--- config.mk ---
export PLATFORM = sky130hd
export DESIGN_NAME = game_fsm
export DESIGN_NICKNAME = d
export VERILOG_FILES = /design/src/rtl/game_fsm.sv
export SDC_FILE = /design/constraint.sdc
export NUM_CORES = 1
export LEC_CHECK = 0
export CAP_MARGIN = 20
export CORE_MARGIN = 3
export CORE_UTILIZATION = 60
export CTS_BUF_LIST = sky130_fd_sc_hd__clkbuf_2
export DETAILED_ROUTE_END_ITERATION = 7
export MAX_ROUTING_LAYER = met4
export PLACE_DENSITY = 0.88
export SLEW_MARGIN = 10
export SYNTH_ARGS = -nofsm -noshare
export SYNTH_HDL_FRONTEND = slang
export SYNTH_SLANG_ARGS = --single-unit
export TNS_END_PERCENT = 50
--- constraint.sdc ---
create_clock -name clk -period 11.1 [get_ports clk]
set_clock_uncertainty 0.15 [all_clocks]
set_input_delay 3.33 -clock clk [delete_from_list [all_inputs] [get_ports clk]]
set_output_delay 3.33 -clock clk [all_outputs]
set_load 0.05 [all_outputs]
--- src/rtl/game_fsm.sv ---
// Game controller: menu navigation, per-frame player/obstacle motion, lives,
// box collection and banking. Every output is a register updated on clk.
module game_fsm #(
  parameter logic [9:0] BOX_WIDTH       = 10'd30,
  parameter logic [9:0] BOX_BASE_HEIGHT = 10'd30,
  parameter logic [9:0] PLAYER_X_RESET  = 10'd300,
  parameter logic [9:0] PLAYER_SPEED    = 10'd4,
  parameter logic [9:0] OBS_SPEED       = 10'd3,
  parameter logic [2:0] MAX_HELD        = 3'd7,
  parameter logic [7:0] INVULN_FRAMES   = 8'd60,
  parameter logic [7:0] RESPAWN_FRAMES  = 8'd90
) (
  input  logic       clk,
  input  logic       rst,
  input  logic       frame_tick,
  input  logic       btn_up,
  input  logic       btn_down,
  input  logic       btn_select,
  input  logic       btn_left,
  input  logic       btn_right,
  input  logic       hit_obstacle,
  input  logic       touch_green,
  input  logic       at_bank,
  output logic [1:0] game_state,
  output logic       menu_selection,
  output logic [1:0] current_hp,
  output logic [7:0] bank_level,
  output logic [9:0] player_x,
  output logic [9:0] player_height,
  output logic [9:0] obstacle_x,
  output logic       green_active
);

  typedef enum logic [1:0] {
    ST_START   = 2'b00,
    ST_PLAYING = 2'b01,
    ST_INSTR   = 2'b10,
    ST_OVER    = 2'b11
  } state_t;

  localparam logic [9:0] SCREEN_W = 10'd640;
  localparam logic [9:0] X_MAX    = SCREEN_W - BOX_WIDTH;

  state_t      state_q, state_d;
  logic        menu_q, menu_d;
  logic [1:0]  hp_q, hp_d;
  logic [7:0]  bank_q, bank_d;
  logic [2:0]  held_q, held_d;
  logic [9:0]  px_q, px_d;
  logic [9:0]  ox_q, ox_d;
  logic [9:0]  height_q, height_d;
  logic        green_q, green_d;
  logic [7:0]  invuln_q, invuln_d;
  logic [7:0]  respawn_q, respawn_d;

  logic        hit_taken;
  logic [8:0]  bank_sum;
  logic [10:0] px_right;

  always_ff @(posedge clk) begin
    if (rst) begin
      state_q   <= ST_START;
      menu_q    <= 1'b0;
      hp_q      <= 2'd3;
      bank_q    <= 8'd0;
      held_q    <= 3'd0;
      px_q      <= PLAYER_X_RESET;
      ox_q      <= SCREEN_W;
      height_q  <= BOX_BASE_HEIGHT;
      green_q   <= 1'b1;
      invuln_q  <= 8'd0;
      respawn_q <= 8'd0;
    end else begin
      state_q   <= state_d;
      menu_q    <= menu_d;
      hp_q      <= hp_d;
      bank_q    <= bank_d;
      held_q    <= held_d;
      px_q      <= px_d;
      ox_q      <= ox_d;
      height_q  <= height_d;
      green_q   <= green_d;
      invuln_q  <= invuln_d;
      respawn_q <= respawn_d;
    end
  end

  always_comb begin
    state_d   = state_q;
    menu_d    = menu_q;
    hp_d      = hp_q;
    bank_d    = bank_q;
    held_d    = held_q;
    px_d      = px_q;
    ox_d      = ox_q;
    green_d   = green_q;
    invuln_d  = invuln_q;
    respawn_d = respawn_q;
    hit_taken = hit_obstacle && (invuln_q == 8'd0);
    bank_sum  = {1'b0, bank_q} + {6'd0, held_q};
    px_right  = {1'b0, px_q} + {1'b0, PLAYER_SPEED};

    case (state_q)
      ST_START: begin
        if (btn_select) begin
          if (!menu_q) begin
            state_d   = ST_PLAYING;
            hp_d      = 2'd3;
            bank_d    = 8'd0;
            held_d    = 3'd0;
            px_d      = PLAYER_X_RESET;
            ox_d      = SCREEN_W;
            green_d   = 1'b1;
            invuln_d  = 8'd0;
            respawn_d = 8'd0;
          end else begin
            state_d = ST_INSTR;
          end
        end else if (btn_up ^ btn_down) begin
          menu_d = ~menu_q;
        end
      end

      ST_INSTR: begin
        if (btn_select) state_d = ST_START;
      end

      ST_OVER: begin
        if (btn_select) begin
          state_d = ST_START;
          menu_d  = 1'b0;
        end
      end

      ST_PLAYING: begin
        if (frame_tick) begin
          if (btn_left && !btn_right) begin
            px_d = (px_q < PLAYER_SPEED) ? 10'd0 : px_q - PLAYER_SPEED;
          end else if (btn_right && !btn_left) begin
            px_d = (px_right > {1'b0, X_MAX}) ? X_MAX : px_right[9:0];
          end

          ox_d = (ox_q < OBS_SPEED) ? SCREEN_W : ox_q - OBS_SPEED;

          if (invuln_q != 8'd0) invuln_d = invuln_q - 8'd1;
          if (respawn_q != 8'd0) begin
            respawn_d = respawn_q - 8'd1;
            if (respawn_q == 8'd1) green_d = 1'b1;
          end

          // Hit outranks deposit, which outranks collect, within one frame.
          if (hit_taken) begin
            held_d   = 3'd0;
            invuln_d = INVULN_FRAMES;
            if (hp_q <= 2'd1) begin
              hp_d    = 2'd0;
              state_d = ST_OVER;
            end else begin
              hp_d = hp_q - 2'd1;
            end
          end else if (at_bank && (held_q != 3'd0)) begin
            bank_d = bank_sum[8] ? 8'hFF : bank_sum[7:0];
            held_d = 3'd0;
          end else if (touch_green && green_q && (held_q < MAX_HELD)) begin
            held_d    = held_q + 3'd1;
            green_d   = 1'b0;
            respawn_d = RESPAWN_FRAMES;
          end
        end
      end

      default: state_d = ST_START;
    endcase

    height_d = BOX_BASE_HEIGHT + ({7'd0, held_d} * BOX_WIDTH);
  end

  assign game_state     = state_q;
  assign menu_selection = menu_q;
  assign current_hp     = hp_q;
  assign bank_level     = bank_q;
  assign player_x       = px_q;
  assign player_height  = height_q;
  assign obstacle_x     = ox_q;
  assign green_active   = green_q;

endmodule

# Word level (Yosys, flattened, before mapping)
# Cells that the tools add are included.
# totals
ff_bits	63
input_bits	11
out_inout_bits	44
# classes
addsub	9
n_lt_le_gt_ge	5
bitwise_logic	2
muxes	63
eq_ne	17
reduce_logical	23
mul	1
# ops
op	n
$mux 8	14
$mux 10	11
$pmux 8 s2	3
$pmux 10 s2	2
$mux 2	11
$ne 2x2->1 const B	10
$reduce_and 5->1	4
$mux 3	6
$reduce_bool 8->1	2
$sub 8x1->8 const B	2
$add 10x3->11 const B	1
$gt 11x10->1 const B	1
$mux 1	11
$lt 10x2->1 const B	1
$lt 10x3->1 const B	1
$sub 10x2->10 const B	1
$sub 10x3->10 const B	1
$add 5x8->9 const A	1
$add 8x3->9	1
$eq 8x1->1 const B	1
$logic_not 8->1	1
$reduce_and 4->1	2
$mul 3x4->7 const B	1
$logic_and 1x1->1	6
other kinds (20)	25

# Logic depth before layout (Yosys ltp)
# depth
word_depth	9
ltp_mapped	17
ltp_nobuf	16

# Least setup slack after synthesis
# OpenSTA, ideal clock, no wires.
# synth_path
path_kind	input port to flip-flop
startpoint	input btn_select
endpoint	register height_q[6] (netlist: player_height[6])
path_slack_ns	4.216
cell_stages	15
arrival_time_ns	6.609
setup_ns	0.125
required_ns	10.825
path_cell_list	or3b_1 clkbuf_1 a21oi_2 o32ai_1 o21ba_2 buf_2 inv_1 ha_1 ha_1 ha_1 fa_1 or3_1 o21ai_0 or2_1 mux2i_1
# synth_via
elab_chain_len	4
# synth_lines
element	line	rtl
start, declared	18	input logic btn_select,
$mux 3	105	if (btn_select) begin
$pmux 3 s2	103	case (state_q)
via held_d[1]	48	logic [2:0] held_q, held_d;
$mul 3x4->7	175	height_d = BOX_BASE_HEIGHT + ({7'd0, held_d} * BOX_WIDTH);
$add 5x8->9	175	
end signal, assigned	81	height_q <= height_d;
end, declared	51	logic [9:0] height_q, height_d;
# The timed path passes the listed nets, and every way through them passes these cells.
# A chain may end at the register's enable or synchronous reset.

# Worst setup path after layout
# layout_path
startpoint	input btn_select
endpoint	register height_q[7] (netlist: player_height[7])
# Same word-level chain as after synthesis.

==> qor.yml <==
status: "complete, no violations"
pwr_density_cell_nw_per_um2: 128
relSlewSlack_pct: 48.8
ys_types: 68
cts_setup_buffers: 0
cts.htree.levels: 3
layout_common_cells: "dfxtp_1, nor2_1, clkdlybuf4s50_1"
grt_overflow: 0
cap_violations: 0
worst_pin_slew_ps: 764
ant_nets: 0
setup_tns_ps: 0
drive_gt1_share_pct: 5.55
clkTransAtPathRegs_ps: 160
syn_to_final_growth_pct: 14.7
ys_ff_latch: 59
syn_inst: 499
critPathMaxFanout: 13
die_h_um: 86.2
fmax_mhz: 133
diodes: 0
nets: 571
post-route-period-util_pct: 67.8
endpoint_kind: "flop"
dpl.hpwl_um: 6880
crit_path_start_kind: "input port"
core_area_um2: 6060
final_common_cell: "dfxtp_1"
place_congestion: 0.899
wl_um: 9370
post_cts_resized: 0
cts-root-buf: "clkbuf_2"
min_path_type: "flop to flop"
post-route-min-period_ps: 7530
dieArea_um2: 7440
ir_worst_vdd_mv: 0.0979
grtUsageTotal_pct: 26.8
hold_buffers: 0
drt-initial-drc-count: 222
synth_ff_type: "dfxtp_1"
grt_max_degree: 47
viasPerCell: 6.13
wl_per_cell_um: 15.2
die_x_um: 86.2
hold_viol: 0
synth_edf_count: 0
finalSetupViolations: 0
cp_data_arrival_time_ps: 7820
whs_ps: 339
drc: 0
port_buffers: 51
synthArstFlopShare_pct: 0
initial_core_util_pct: 63.7
vias: 3776
netlist_area_um2: 3860
clockBufferDepth: 2
yosys_warnings: 0
fillers: 496
cts_num_sinks: 59
firstDrtPassIters: 5
grt_pass1_wl_um: 15900
ys_seq_area_share_pct: 30.6
register_area_um2: 1180
cts_made_buffers: 9
io-pin-count: 55
antenna_found_initial: 0
cts_tree: "built"
clk_latency_ps: 500
path_class: "input port to flop"
drv_slew: 0
required_ps: 11390
num_rows: 28
grt_pass1_vias: 3534
rsz0062_at_grt: "no"
syn_avg_cell_area_um2: 7.74
leakage_uw: 0.00172
multiInputGateArea_um2: 2460
==> cells in the mapped netlist, types with 2 or more instances <==
cell type   n  share of area, %
mux2i_1     2              0.52
inv_1      20               1.9
or2b_1      2              0.39
nor3_1     30               3.9
dfxtp_1    59                31
nor2b_1     6              0.97
buf_2       4              0.52
nand4b_1    2              0.45
clkbuf_1   17               1.7
nor3b_1     5              0.97
nand3b_1    6               1.2
and3_1      2              0.32
or4_1       2              0.39
nand2b_1   14               2.3
nand4_1     2              0.32
a221o_1     2              0.52
o22ai_1     2              0.32
o2bb2ai_1   3              0.68
o211ai_1    4              0.78
buf_1       2              0.19
fa_1        2               1.0
a211o_1     2              0.45
or3b_1      2              0.45
nand3_1    16               2.1
a22oi_1     6               1.2
xnor2_1    15               3.4
a211oi_1    2              0.39
a32oi_1     3              0.68
a31oi_1     6              0.97
nand2_1    45               4.4
xor2_1      7               1.6
ha_1       22               7.1
a21oi_1    39               5.1
nor4_1      3              0.49
o32ai_1     3              0.68
o31ai_1     3              0.58
buf_4       5              0.97
o21ai_0    33               4.3
o31a_1      2              0.45
nor2_1     54               5.2
or2_1       2              0.32
or3_1       5              0.81
a21o_1     11               2.1
==> state kept, by name (all words and copies together) (netlist names) <==
register	count
respawn_q	8
held_q	2
game_state	2
player_height	8
obstacle_x	10
bank_level	8
menu_selection	1
current_hp	2
invuln_q	8
green_active	1
player_x	9
==> layout make-up <==
cell class	count	share of cell area (%)
Clock buffer	10	1.13
Timing Repair Buffer	54	12.0
Inverter	21	1.84
Multi-Input combinational cell	391	55.6
Tap cell	75	2.12
Sequential cell	59	26.7
Clock inverter	6	0.734
==> per-layer routing <==
layer / part of all wire [%] / wire length (µm) / track usage (%)
met1: 42 / 3900 / 31.0
met2: 50 / 4690 / 45.2
met3: 5.5 / 519 / 5.80
met4: 2.9 / 270 / 10.9
met5: 0 / 0 / -
==> power by group <==
group / total (µW) / internal [µW] / leakage [µW] / switching, µW
logic: 206 / 76.8 / 0.00119 / 130
clock network: 112 / 28.0 / 0.0000528 / 83.6
registers: 251 / 229 / 0.000480 / 22.0
total: 569 / 334 / 0.00172 / 235
==> path summary, 6_finish.rpt <==
check	startpoint	endpoint	slack (ps)	depth (start not counted)
min	bank_level[2]	bank_level[2]	340	2
min reg2reg	bank_level[2]	bank_level[2]	340	2
max reg2reg	game_state[0]	player_height[7]	6220	14
max	btn_select	player_height[7]	3570	15
==> per-stage QoR <==
step | instances | worst slack (ps) | util [%] | instance area [µm²] | total power, µW
after global placement | 599 | 3280 | 71.7 | 4340 | 451
after global routing | 616 | 3290 | 73.1 | 4430 | 604
after detailed placement | 599 | 3090 | 71.7 | 4340 | 459
after CTS | 615 | 3640 | 73.0 | 4430 | 569
final | 616 | 3570 | 73.1 | 4430 | 569
after floorplan | 501 | 4220 | - | 3870 | 411
==> worst max-delay path, stage by stage <==
cell             delay [ps]
clkdlybuf4s50_1         540
or3b_1                  470
a21oi_2                 550
o32ai_1                 180
o21ba_2                 350
inv_1                   110
ha_1                    310
ha_1                    350
ha_1                    250
fa_1                    410
xor2_1                  210
o21ai_0                 170
nand4b_1                260
and3_1                  220
nor3_1                  120
==> kinds of logic after synthesis <==
family,share of synthesized area (%)
buffers and inverters,5.86
adders and majority gates,8.16
other,0.0971
AOI/OAI and AO/OA,22.5
xor gates and xnor gates,4.99
muxes,0.518
and+or+nand+nor,27.3
DFF,30.6
Note: power is estimated with default switching activity, not from simulation.
